`config.mk`:
```
export PLATFORM = sky130hd
export DESIGN_NAME = reglk_programmer
export DESIGN_NICKNAME = d
export VERILOG_FILES = /design/src/rtl/reglk_pkg.sv /design/src/rtl/reglk_programmer.sv
export SDC_FILE = /design/constraint.sdc
export NUM_CORES = 1
export LEC_CHECK = 0
export CAP_MARGIN = 20
export CORE_UTILIZATION = 45
export CTS_BUF_LIST = sky130_fd_sc_hd__clkbuf_8
export CTS_CLUSTER_SIZE = 16
export DETAILED_ROUTE_END_ITERATION = 12
export PLACE_DENSITY = 0.85
export REMOVE_ABC_BUFFERS = 1
export SYNTH_ARGS = -nofsm -noshare
export SYNTH_HDL_FRONTEND = slang
export SYNTH_SLANG_ARGS = --single-unit
```
`constraint.sdc`:
```
create_clock -name clk_i -period 3.7 [get_ports clk_i]
set_input_delay 0.37 -clock clk_i [delete_from_list [all_inputs] [get_ports clk_i]]
set_output_delay 0.37 -clock clk_i [all_outputs]
set_load 0.01 [all_outputs]
```
`src/rtl/reglk_pkg.sv`:
```
// Shared types and constants for the register-lock programmer and the
// lock register block's memory-mapped port.
package reglk_pkg;

    typedef enum logic [2:0] {
        ST_IDLE,
        ST_WRITE,
        ST_READ,
        ST_DONE,
        ST_ERROR
    } reglk_state_e;

    localparam logic [2:0] MEM_W_BYTE  = 3'b000;
    localparam logic [2:0] MEM_W_HALF  = 3'b001;
    localparam logic [2:0] MEM_W_WORD  = 3'b010;
    localparam logic [2:0] MEM_W_UBYTE = 3'b100;
    localparam logic [2:0] MEM_W_UHALF = 3'b101;

    localparam int REGLK_NUM_WORDS = 6;

endpackage

```
`src/rtl/reglk_programmer.sv`:
```
// Boot-time initiator that writes the lock words into the lock block,
// verifies each by readback with bounded retries, then reports locked/error.
module reglk_programmer
    import reglk_pkg::*;
#(
    parameter int          NUM_REGS  = REGLK_NUM_WORDS,
    parameter logic [31:0] BASE_ADDR = 32'h0000_0000,
    parameter int          MAX_RETRY = 2
) (
    input  logic                     clk_i,
    input  logic                     rst_ni,
    input  logic                     start_i,
    input  logic [NUM_REGS*32-1:0]   lock_cfg_i,
    output logic                     mem_we_o,
    output logic [2:0]               mem_width_o,
    output logic [31:0]              mem_addr_o,
    output logic [31:0]              mem_wdata_o,
    input  logic [31:0]              mem_rdata_i,
    output logic                     busy_o,
    output logic                     locked_o,
    output logic                     error_o,
    output logic [2:0]               fail_idx_o
);

    // Word index is 3 bits wide to match fail_idx_o, so NUM_REGS is limited to 8.
    localparam int          RW       = (MAX_RETRY > 0) ? $clog2(MAX_RETRY + 1) : 1;
    localparam logic [2:0]  LAST_IDX = 3'(NUM_REGS - 1);
    localparam logic [RW-1:0] RETRY_LIM = RW'(MAX_RETRY);

    reglk_state_e  state_q, state_d;
    logic [2:0]    idx_q, idx_d;
    logic [RW-1:0] retry_q, retry_d;
    logic [2:0]    fail_idx_q, fail_idx_d;
    logic [31:0]   shadow_q [NUM_REGS];
    logic [31:0]   shadow_d [NUM_REGS];
    logic [31:0]   cur_word;
    logic          on_bus;

    assign cur_word = shadow_q[idx_q];

    always_comb begin
        state_d    = state_q;
        idx_d      = idx_q;
        retry_d    = retry_q;
        fail_idx_d = fail_idx_q;
        shadow_d   = shadow_q;
        unique case (state_q)
            // DONE is absent here on purpose: locking is one-shot per reset.
            ST_IDLE, ST_ERROR: begin
                if (start_i) begin
                    for (int k = 0; k < NUM_REGS; k++) begin
                        shadow_d[k] = lock_cfg_i[32*k +: 32];
                    end
                    idx_d   = '0;
                    retry_d = '0;
                    state_d = ST_WRITE;
                end
            end
            ST_WRITE: state_d = ST_READ;
            ST_READ: begin
                if (mem_rdata_i == cur_word) begin
                    if (idx_q == LAST_IDX) begin
                        state_d = ST_DONE;
                    end else begin
                        idx_d   = idx_q + 3'd1;
                        retry_d = '0;
                        state_d = ST_WRITE;
                    end
                end else if (retry_q < RETRY_LIM) begin
                    retry_d = retry_q + 1'b1;
                    state_d = ST_WRITE;
                end else begin
                    fail_idx_d = idx_q;
                    state_d    = ST_ERROR;
                end
            end
            ST_DONE: state_d = ST_DONE;
            default: state_d = ST_IDLE;
        endcase
    end

    always_ff @(posedge clk_i or negedge rst_ni) begin
        if (!rst_ni) begin
            state_q    <= ST_IDLE;
            idx_q      <= '0;
            retry_q    <= '0;
            fail_idx_q <= '0;
            for (int k = 0; k < NUM_REGS; k++) begin
                shadow_q[k] <= '0;
            end
        end else begin
            state_q    <= state_d;
            idx_q      <= idx_d;
            retry_q    <= retry_d;
            fail_idx_q <= fail_idx_d;
            shadow_q   <= shadow_d;
        end
    end

    // Outputs decode registered state only, so reset clears them asynchronously.
    assign on_bus      = (state_q == ST_WRITE) || (state_q == ST_READ);
    assign mem_we_o    = (state_q == ST_WRITE);
    assign mem_width_o = MEM_W_WORD;
    assign mem_addr_o  = on_bus ? (BASE_ADDR + {27'd0, idx_q, 2'b00}) : 32'd0;
    assign mem_wdata_o = on_bus ? cur_word : 32'd0;
    assign busy_o      = on_bus;
    assign locked_o    = (state_q == ST_DONE);
    assign error_o     = (state_q == ST_ERROR);
    assign fail_idx_o  = fail_idx_q;

endmodule

```
==> flow_metrics.env <==
export IMPL_syn_area_per_cell_um2=11.4
export IMPL_hold_violations=0
export IMPL_top_layer_used="met4"
export IMPL_place_port_buffers=268
export IMPL_fin_crit_sh_pct=94.1
export IMPL_die_x_um=162
export IMPL_worstPathMaxFanout=62
export IMPL_clock_skew_final_ps=24.1
export IMPL_wl_per_cell_um=17.5
export IMPL_rr_startpoint="idx_q[1]"
export IMPL_placed_cells=1552
export IMPL_crit_path_end="fail_idx_o[1]"
export IMPL_die_area_mm2=0.0262
export IMPL_core_area_mm2=0.0251
export IMPL_ys_warn_count=0
export IMPL_status="complete, no violations"
export IMPL_netlist_area_mm2=0.0115
export IMPL_grt_first_pass_wirelength_um=45100
export IMPL_dr_pass1_iters=5
export IMPL_first_iter_violations=432
export IMPL_hold_path_class="input pin to asynchronous set/reset pin"
export IMPL_cts_tree="yes"
export IMPL_synth_top_area_share_pct=44.2
export IMPL_cts_num_sinks=203
export IMPL_clockRootBuffer="clkbuf_8"
export IMPL_cp_data_arrival_time_ps=3880
export IMPL_hpwl_um=20000
export IMPL_grt_ovfl_total=0
export IMPL_wl_met3_um=2180
export IMPL_wl_met1_um=11900
export IMPL_r2r_slack_ps=220
export IMPL_max_freq_mhz=287
export IMPL_synthCells=1009
export IMPL_start_kind="register"
export IMPL_end_kind="register"
export IMPL_p_leak_nw=6.04
export IMPL_final_cell_area_mm2=0.0152
export IMPL_antenna_cells=0
export IMPL_row_count=58
export IMPL_final_common_cell="clkdlybuf4s50_1"
export IMPL_yosysSeqAreaShare_pct=44.2
export IMPL_ir_drop_v=0.000445
export IMPL_drive_gt1_share_pct=24.4
export IMPL_rsz0062_at_grt="no"
export IMPL_synth_seq_cells=203
export IMPL_wl_met2_um=13600
export IMPL_cp_startpoint="idx_q[1]"
export IMPL_vias_per_cell=5.34
export IMPL_synth_top_flop_cell="dfrtp_1"
export IMPL_area_delta_synth_final_pct=32.0
export IMPL_async_reset_ff_share_pct=100
export IMPL_grt_pass1_vias=8701
export IMPL_period_needed_ps=3480
export IMPL_clk_path_buf_depth=3
export IMPL_critPathRequiredTime_ps=4100
export IMPL_synthTopCellsByArea="dfrtp_1 (44%), mux2_2 (20%), mux2i_1 (8.7%)"
export IMPL_synth_edf_count=0
export IMPL_globalplace_congestion=0.835
export IMPL_track_usage_pct=21.7
export IMPL_vias=8652
export IMPL_rr_worst_depth=9
export IMPL_r2r_end="fail_idx_o[1]"
export IMPL_ant_nets=0
export IMPL_final_nets=1491
export IMPL_h_tree_depth=2
export IMPL_ios=301
export IMPL_p_total_w=0.0101
export IMPL_start_util_pct=45.8
export IMPL_cts_buffers=36
export IMPL_cap_violations=0
export IMPL_setup_violations=0
export IMPL_wl_um=28400
export IMPL_tightest_slew_ps=938
export IMPL_fin_cells=1619
export IMPL_die_h_um=162
export IMPL_crit_type="register to register"
export IMPL_setup_tns_final_ps=0
export IMPL_layout_common_cells="clkdlybuf4s50_1 (267), mux2_2 (200), dfrtp_1 (200)"
export IMPL_synth_top_area_cell="dfrtp_1"
export IMPL_drc=0
export IMPL_clock_latency_ps=540
export IMPL_grt_start_max_net_pins=82
export IMPL_slew_headroom_pct=37.5
export IMPL_p_per_area_mw_per_mm2=667
export IMPL_clk_pin_slew_worst_paths_ps=60
export IMPL_place_area_mm2=0.0144
export IMPL_slew_viol_final=0
export IMPL_synth_distinct_cells=45
export IMPL_antenna_found_initial=0
==> timing repair <==
item                                    in CTS  in global routing
buffers inserted                             0                  0
endpoints found under the setup margin       0                  5
endpoints found under the hold margin       71                  0
hold buffers                                 1                  0
gates resized for setup                      0                  1
==> worst min-delay path by stage <==
stage | slack, ps | startpoint | depth (start not counted) | end
4_1_cts | 410 | rst_ni | 2 | shadow_q[71]
6_report | 420 | rst_ni | 2 | shadow_q[71]
3_5_place_dp | 420 | rst_ni | 1 | shadow_q[71]
2_1_floorplan | 70 | rst_ni | 0 | fail_idx_o[0]
5_1_grt | 420 | lock_cfg_i[20] | 2 | shadow_q[180]
3_3_place_gp | 420 | rst_ni | 1 | shadow_q[21]
==> synthesized netlist by cell type (all sizes together), types with 5 or more instances <==
master,number
buf,67
nor2,40
xnor2,8
o21ai,17
nand4,18
nor2b,17
dfrtp,203
and3,9
inv,10
o211ai,5
nor3b,35
or3,15
nand2b,20
mux4,13
mux2,200
a21oi,18
nand3b,5
clkbuf,42
and3b,15
a31oi,21
nand3,5
mux2i,100
nand2,49
nor3,51
==> state kept, by name, indices dropped and copies added (netlist names) <==
register,cells
shadow_q,192
fail_idx_o,3
idx_q,3
state_q,3
retry_q,2
==> final cells by class <==
cell class / count / area [µm²]
Clock inverter: 15 / 80.1
Multi-Input combinational cell: 717 / 5870
Timing Repair Buffer: 294 / 2980
Fill cell: 2011 / 9950
Inverter: 10 / 37.5
Clock buffer: 50 / 688
Tap cell: 330 / 413
Sequential cell: 203 / 5090
==> metrics by stage <==
| step | utilization, % | hold WS, ps | setup slack (ps) |
|---|---|---|---|
| 2_1_floorplan | - | 74.4 | -2390 |
| 3_3_place_gp | 57.2 | 415 | 195 |
| 3_5_place_dp | 57.2 | 416 | 172 |
| 4_1_cts | 60.3 | 409 | 144 |
| 5_1_grt | 60.4 | 423 | 45.2 |
| 6_report | 60.4 | 418 | 219 |
==> cell families (layout without fill, tap and decap cells) <==
family | after synthesis | after routing | synth area share (%)
mux | 313 | 313 | 30.9
simple gates | 290 | 290 | 14.2
flops | 203 | 203 | 44.2
buf+inv | 119 | 369 | 5.79
compound gates | 72 | 72 | 4.06
xor+xnor | 8 | 8 | 0.610
fa+ha+maj | 2 | 2 | 0.218
other cells | 2 | 32 | 0.0654
==> critical path, stage by stage, from the launching register on <==
cell,delay (ps)
dfrtp_4,630
buf_12,320
mux2i_1,370
mux2i_1,120
nand4_1,130
nand4_1,270
nor4_2,430
and4_1,410
nand3b_1,250
mux2_2,360
==> metal layers <==
| metal | vias to the layer above | global-route usage [%] |
|---|---|---|
| met1 | 4219 | 27.2 |
| met4 | 0 | 6.95 |
| li1 | 4094 | - |
| met5 | - | 0 |
| met2 | 289 | 36.0 |
| met3 | 50 | 6.33 |
==> where the power goes <==
group	switching [W]	total (W)	internal [W]
Combinational	0.00168	0.00402	0.00234
Sequential	0.000604	0.00394	0.00333
Clock	0.000951	0.00216	0.00121
Power figures use the tool's default switching activity.
